[src/rtl/hazard_pkg.sv]
// Shared types for the pipeline hazard controller: forwarding selects and
// multi-cycle sequencer states.
package hazard_pkg;

  typedef enum logic [1:0] {
    FWD_RF = 2'b00,
    FWD_W  = 2'b01,
    FWD_M  = 2'b10
  } fwd_sel_t;

  typedef enum logic {
    IDLE = 1'b0,
    BUSY = 1'b1
  } mc_state_t;

endpackage

[src/rtl/hazard_ctrl_mc_sequencer.sv]
// Multi-cycle execute sequencer: holds a mul/div-class op in E for MC_LAT
// cycles, stalling the front of the pipe for MC_LAT-1 of them.
module mc_sequencer
  import hazard_pkg::*;
#(
  parameter int unsigned MC_LAT = 4
) (
  input  logic clk,
  input  logic rst,
  input  logic mc_start_e,
  output logic mc_stall,
  output logic mc_busy,
  output logic mc_done
);

  // cnt keeps at least one bit so MC_LAT=1 still elaborates cleanly
  localparam int unsigned CNT_BITS = (MC_LAT > 1) ? $clog2(MC_LAT) : 1;
  localparam logic [CNT_BITS-1:0] CNT_LOAD = CNT_BITS'((MC_LAT > 1) ? MC_LAT - 2 : 0);

  mc_state_t           state, state_nxt;
  logic [CNT_BITS-1:0] cnt, cnt_nxt;

  always_ff @(posedge clk or posedge rst) begin
    if (rst) begin
      state <= IDLE;
      cnt   <= '0;
    end else begin
      state <= state_nxt;
      cnt   <= cnt_nxt;
    end
  end

  always_comb begin
    state_nxt = state;
    cnt_nxt   = cnt;
    mc_stall  = 1'b0;
    mc_done   = 1'b0;
    case (state)
      IDLE: begin
        if (mc_start_e) begin
          if (MC_LAT > 1) begin
            mc_stall  = 1'b1;
            cnt_nxt   = CNT_LOAD;
            state_nxt = BUSY;
          end else begin
            mc_done = 1'b1;
          end
        end
      end
      BUSY: begin
        // mc_start_e is ignored here: it still reflects the op held in E
        if (cnt != '0) begin
          mc_stall = 1'b1;
          cnt_nxt  = cnt - CNT_BITS'(1);
        end else begin
          mc_done   = 1'b1;
          state_nxt = IDLE;
        end
      end
      default: state_nxt = IDLE;
    endcase
  end

  assign mc_busy = (state == BUSY);

endmodule

[src/rtl/hazard_ctrl.sv]
// Pipeline hazard controller for the 5-stage RV32 core: forwarding, load-use
// stall, branch flush, multi-cycle execute stall and performance counters.
module hazard_ctrl
  import hazard_pkg::*;
#(
  parameter int unsigned REG_AW = 5,
  parameter int unsigned MC_LAT = 4,
  parameter int unsigned CNT_W  = 32
) (
  input  logic              clk,
  input  logic              rst,
  input  logic [REG_AW-1:0] rs1_d,
  input  logic [REG_AW-1:0] rs2_d,
  input  logic [REG_AW-1:0] rs1_e,
  input  logic [REG_AW-1:0] rs2_e,
  input  logic [REG_AW-1:0] rd_e,
  input  logic              reg_write_e,
  input  logic              is_load_e,
  input  logic              mc_start_e,
  input  logic [REG_AW-1:0] rd_m,
  input  logic              reg_write_m,
  input  logic [REG_AW-1:0] rd_w,
  input  logic              reg_write_w,
  input  logic              take_branch_e,
  input  logic              perf_clr,
  output logic [1:0]        forward_a_e,
  output logic [1:0]        forward_b_e,
  output logic              stall_f,
  output logic              stall_d,
  output logic              stall_e,
  output logic              flush_d,
  output logic              flush_e,
  output logic              flush_m,
  output logic              mc_busy,
  output logic              mc_done,
  output logic [CNT_W-1:0]  stall_count,
  output logic [CNT_W-1:0]  flush_count
);

  logic     m_fwd, w_fwd;
  fwd_sel_t fwd_a, fwd_b;
  logic     load_use;
  logic     mc_stall;

  assign m_fwd = reg_write_m && (rd_m != '0);
  assign w_fwd = reg_write_w && (rd_w != '0);

  always_comb begin
    fwd_a = FWD_RF;
    if (m_fwd && (rd_m == rs1_e))      fwd_a = FWD_M;
    else if (w_fwd && (rd_w == rs1_e)) fwd_a = FWD_W;
    fwd_b = FWD_RF;
    if (m_fwd && (rd_m == rs2_e))      fwd_b = FWD_M;
    else if (w_fwd && (rd_w == rs2_e)) fwd_b = FWD_W;
  end

  assign forward_a_e = fwd_a;
  assign forward_b_e = fwd_b;

  assign load_use = is_load_e && reg_write_e && (rd_e != '0) &&
                    ((rd_e == rs1_d) || (rd_e == rs2_d));

  mc_sequencer #(
    .MC_LAT(MC_LAT)
  ) u_mc_seq (
    .clk       (clk),
    .rst       (rst),
    .mc_start_e(mc_start_e),
    .mc_stall  (mc_stall),
    .mc_busy   (mc_busy),
    .mc_done   (mc_done)
  );

  // branch flush wins, then the multi-cycle hold, then load-use
  always_comb begin
    stall_f = 1'b0;
    stall_d = 1'b0;
    stall_e = 1'b0;
    flush_d = 1'b0;
    flush_e = 1'b0;
    flush_m = 1'b0;
    if (take_branch_e) begin
      flush_d = 1'b1;
      flush_e = 1'b1;
    end else if (mc_stall) begin
      stall_f = 1'b1;
      stall_d = 1'b1;
      stall_e = 1'b1;
      flush_m = 1'b1;
    end else if (load_use) begin
      stall_f = 1'b1;
      stall_d = 1'b1;
      flush_e = 1'b1;
    end
  end

  always_ff @(posedge clk or posedge rst) begin
    if (rst) begin
      stall_count <= '0;
      flush_count <= '0;
    end else if (perf_clr) begin
      stall_count <= '0;
      flush_count <= '0;
    end else begin
      if (stall_f && (stall_count != '1))
        stall_count <= stall_count + CNT_W'(1);
      if (take_branch_e && (flush_count != '1))
        flush_count <= flush_count + CNT_W'(1);
    end
  end

endmodule

[config.mk]
export PLATFORM = sky130hd
export DESIGN_NAME = hazard_ctrl
export DESIGN_NICKNAME = d
export VERILOG_FILES = /design/src/rtl/hazard_pkg.sv /design/src/rtl/hazard_ctrl_mc_sequencer.sv /design/src/rtl/hazard_ctrl.sv
export SDC_FILE = /design/constraint.sdc
export NUM_CORES = 1
export LEC_CHECK = 0
export CAP_MARGIN = 15
export CORE_UTILIZATION = 30
export DETAILED_ROUTE_END_ITERATION = 10
export GPL_ROUTABILITY_DRIVEN = 0
export PLACE_DENSITY = 0.54
export SLEW_MARGIN = 0
export SYNTH_ARGS = -nofsm -noshare
export SYNTH_HDL_FRONTEND = slang
export SYNTH_SLANG_ARGS = --single-unit
[constraint.sdc]
create_clock -name clk -period 5.7 [get_ports clk]
set_input_delay 1.14 -clock clk [delete_from_list [all_inputs] [get_ports clk]]
set_output_delay 1.14 -clock clk [all_outputs]
set_load 0.1 [all_outputs]
==> flow_summary.yaml <==
run_status:
  status: "completed"
power:
  p_leak_uw: 0.002118
  powerDensity_nw_per_um2: 261.3
  ir_drop_uv: 169.0
  power.total_uw: 1445
timing:
  post-route-period-util_pct: 82.30
  relSlewSlack_pct: 28.72
  fin_worst_skew_ns: 0.004246
  min_period_ns: 4.691
  setup_tns_ns: 0
  setup_viol: 0
  rsz0062_at_grt: "no"
  max_freq_mhz: 213.2
  timing.final.hold_violations: 0
  whs_ns: 0.4886
  worst_slack_ns: 1.009
  tightest_slew_ns: 1.068
  slew_viol_final: 0
placed_design:
  pre_cts_slack_ns: 1.010
  place_hpwl_um: 7463
  port_buffers: 119
clocking:
  clk_latency_ns: 0.34
  clkTransAtPathRegs_ns: 0.05
  clk_root_buffer_cell: "clkbuf_16"
  cts-resized-gates: 0
  htree_levels: 3
  ctsHoldBuffers: 0
  clock_sinks: 67
  post_cts_buffers: 0
  cts_tree: "built"
  cts_buffers: 9
  clockBufferDepth: 2
yosys:
  synth_cell_types: 46
  synth_top_area_cell: "dfrtp_1"
  synthesis.nets: 486
  synth-seq-cells: 67
  syn_area_um2: 3925
  yosys_warnings: 0
  synth_top_area_share_pct: 42.72
  seq_area_frac_synth_pct: 42.72
  avgSynthCellArea_um2: 8.941
  syn_inst: 439
  synthTopCellsByArea: "dfrtp_1, xnor2_1, xor2_1, nor2_1, nand3_1"
die:
  core_area_um2: 12670
  die_w_um: 116.4
  die_y_um: 116.4
  io_pins: 120
  dieArea_um2: 13540
  start_util_pct: 30.98
  placementRows: 41
layout:
  antennaDiodeCount: 0
  final_core_utilization_pct: 43.66
  area_growth_pct: 40.93
  drive_gt1_share_pct: 6.452
  nets: 600
global_route:
  first_global_vias: 3532
  grt_max_degree: 68
  grt_pass1_wl_um: 17440
  overflow: 0
  antenna_found_initial: 0
  grt_usage_pct: 16.68
drt:
  via_per_inst: 4.830
  wl_per_cell_um: 14.60
  drt-initial-drc-count: 205
  num_vias: 3526
  drt-pass1-iter-count: 4
  wirelength_um: 10660
  postRouteAntennaNets: 0
  drc: 0
critical_path:
  critPathRequiredTime_ns: 4.56
  path_class: "input port to output port"
  crit_arrival_ns: 3.55
  endpoint_kind: "output port"
  critPathLaunchType: "input port"
  cp_max_fo: 3
worst_hold_path:
  hp-class: "flop to flop"
job:
  cap_violations: 0
## power breakdown
group | internal (uW) | switching (uW)
Combinational | 122 | 300
Sequential | 493 | 13.2
Clock | 317 | 201
## registers in the layout, summed over array words and instances, names as in the netlist
| register | count |
|---|---|
| u_mc_seq.mc_busy | 1 |
| stall_count | 32 |
| u_mc_seq.cnt | 2 |
| flush_count | 32 |
## synth_stat cells, drive strengths merged
master	number
or2	2
mux2i	2
ha	3
o21bai	3
a21oi	4
nand3	33
nor2	75
nand2	34
nand2b	1
dfrtp	67
a2111oi	1
a31o	1
o22ai	1
o311a	1
o31ai	2
or4	7
a21o	1
clkbuf	9
and4	3
buf	10
xnor2	48
and3	12
or3	2
nor2b	2
xor2	37
and2	3
o21ai	7
clkinv	1
a2bb2oi	1
nor4	11
a31oi	2
a311oi	2
nor3	23
nand4	16
nor3b	2
inv	10
## per-layer routing
metal	part of all wire [%]	vias to the layer above	global-route usage (%)
met5	0	-	0
li1	-	1728	-
met3	5.4	13	6.227
met2	48	76	28.09
met1	45	1709	19.85
met4	0.98	0	4.701
## layout by cell type (no fill, tap or decap), drive strengths merged, types with 11 or more instances in the layout
cell,count
xor2,37
nor4,11
nand4,16
clkbuf,14
dfrtp,67
and3,12
nor2,75
xnor2,48
nor3,23
clkdlybuf4s50,114
nand2,34
nand3,33
## worst max-delay path, stage by stage
cell	delay, ns
clkdlybuf4s50_1	0.46
xnor2_1	0.22
nand3_1	0.11
o22ai_1	0.26
a31o_2	0.22
clkdlybuf4s50_1	1.13
## cell families (layout without fill, tap and decap cells)
logic type,after synthesis,count (layout),synth area share (%)
flip-flops,67,67,42.72
adder cells (fa/ha/maj),3,3,0.9564
buffers and inverters,30,149,3.570
AO/OA/AOI/OAI,26,26,4.718
AND/OR/NAND/NOR,226,226,28.56
XOR/XNOR,85,85,18.97
multiplexers,2,2,0.5101
## per-stage QoR
stage | instance area (um^2) | cells
floorplan | 3938 | 439
global placement | 5258 | 714
detailed placement | 5258 | 714
CTS | 5532 | 730
global route | 5532 | 730
finish | 5532 | 730
## worst paths after layout
path                                 start         endpoint  slack (ns)  cells past startpoint
max                                rd_e[0]          flush_e        1.01                      6
min                        u_mc_seq.cnt[0]  u_mc_seq.cnt[0]        0.49                      1
max reg2reg                stall_count[13]   stall_count[1]        2.76                      7
min reg2reg                u_mc_seq.cnt[0]  u_mc_seq.cnt[0]        0.49                      1
max in group asynchronous              rst  flush_count[27]        3.74                      3
min in group asynchronous              rst   stall_count[9]        1.39                      3
## layout make-up
cell class | instances | area, um^2
fillers | 1258 | 7139
multi-input cells | 342 | 2125
clock buffers | 14 | 264.0
clock inverters | 2 | 10.01
flip-flops and latches | 67 | 1677
well taps | 172 | 215.2
repair buffers | 122 | 1199
inverters | 11 | 42.54
(Power assumes the default switching activity.)
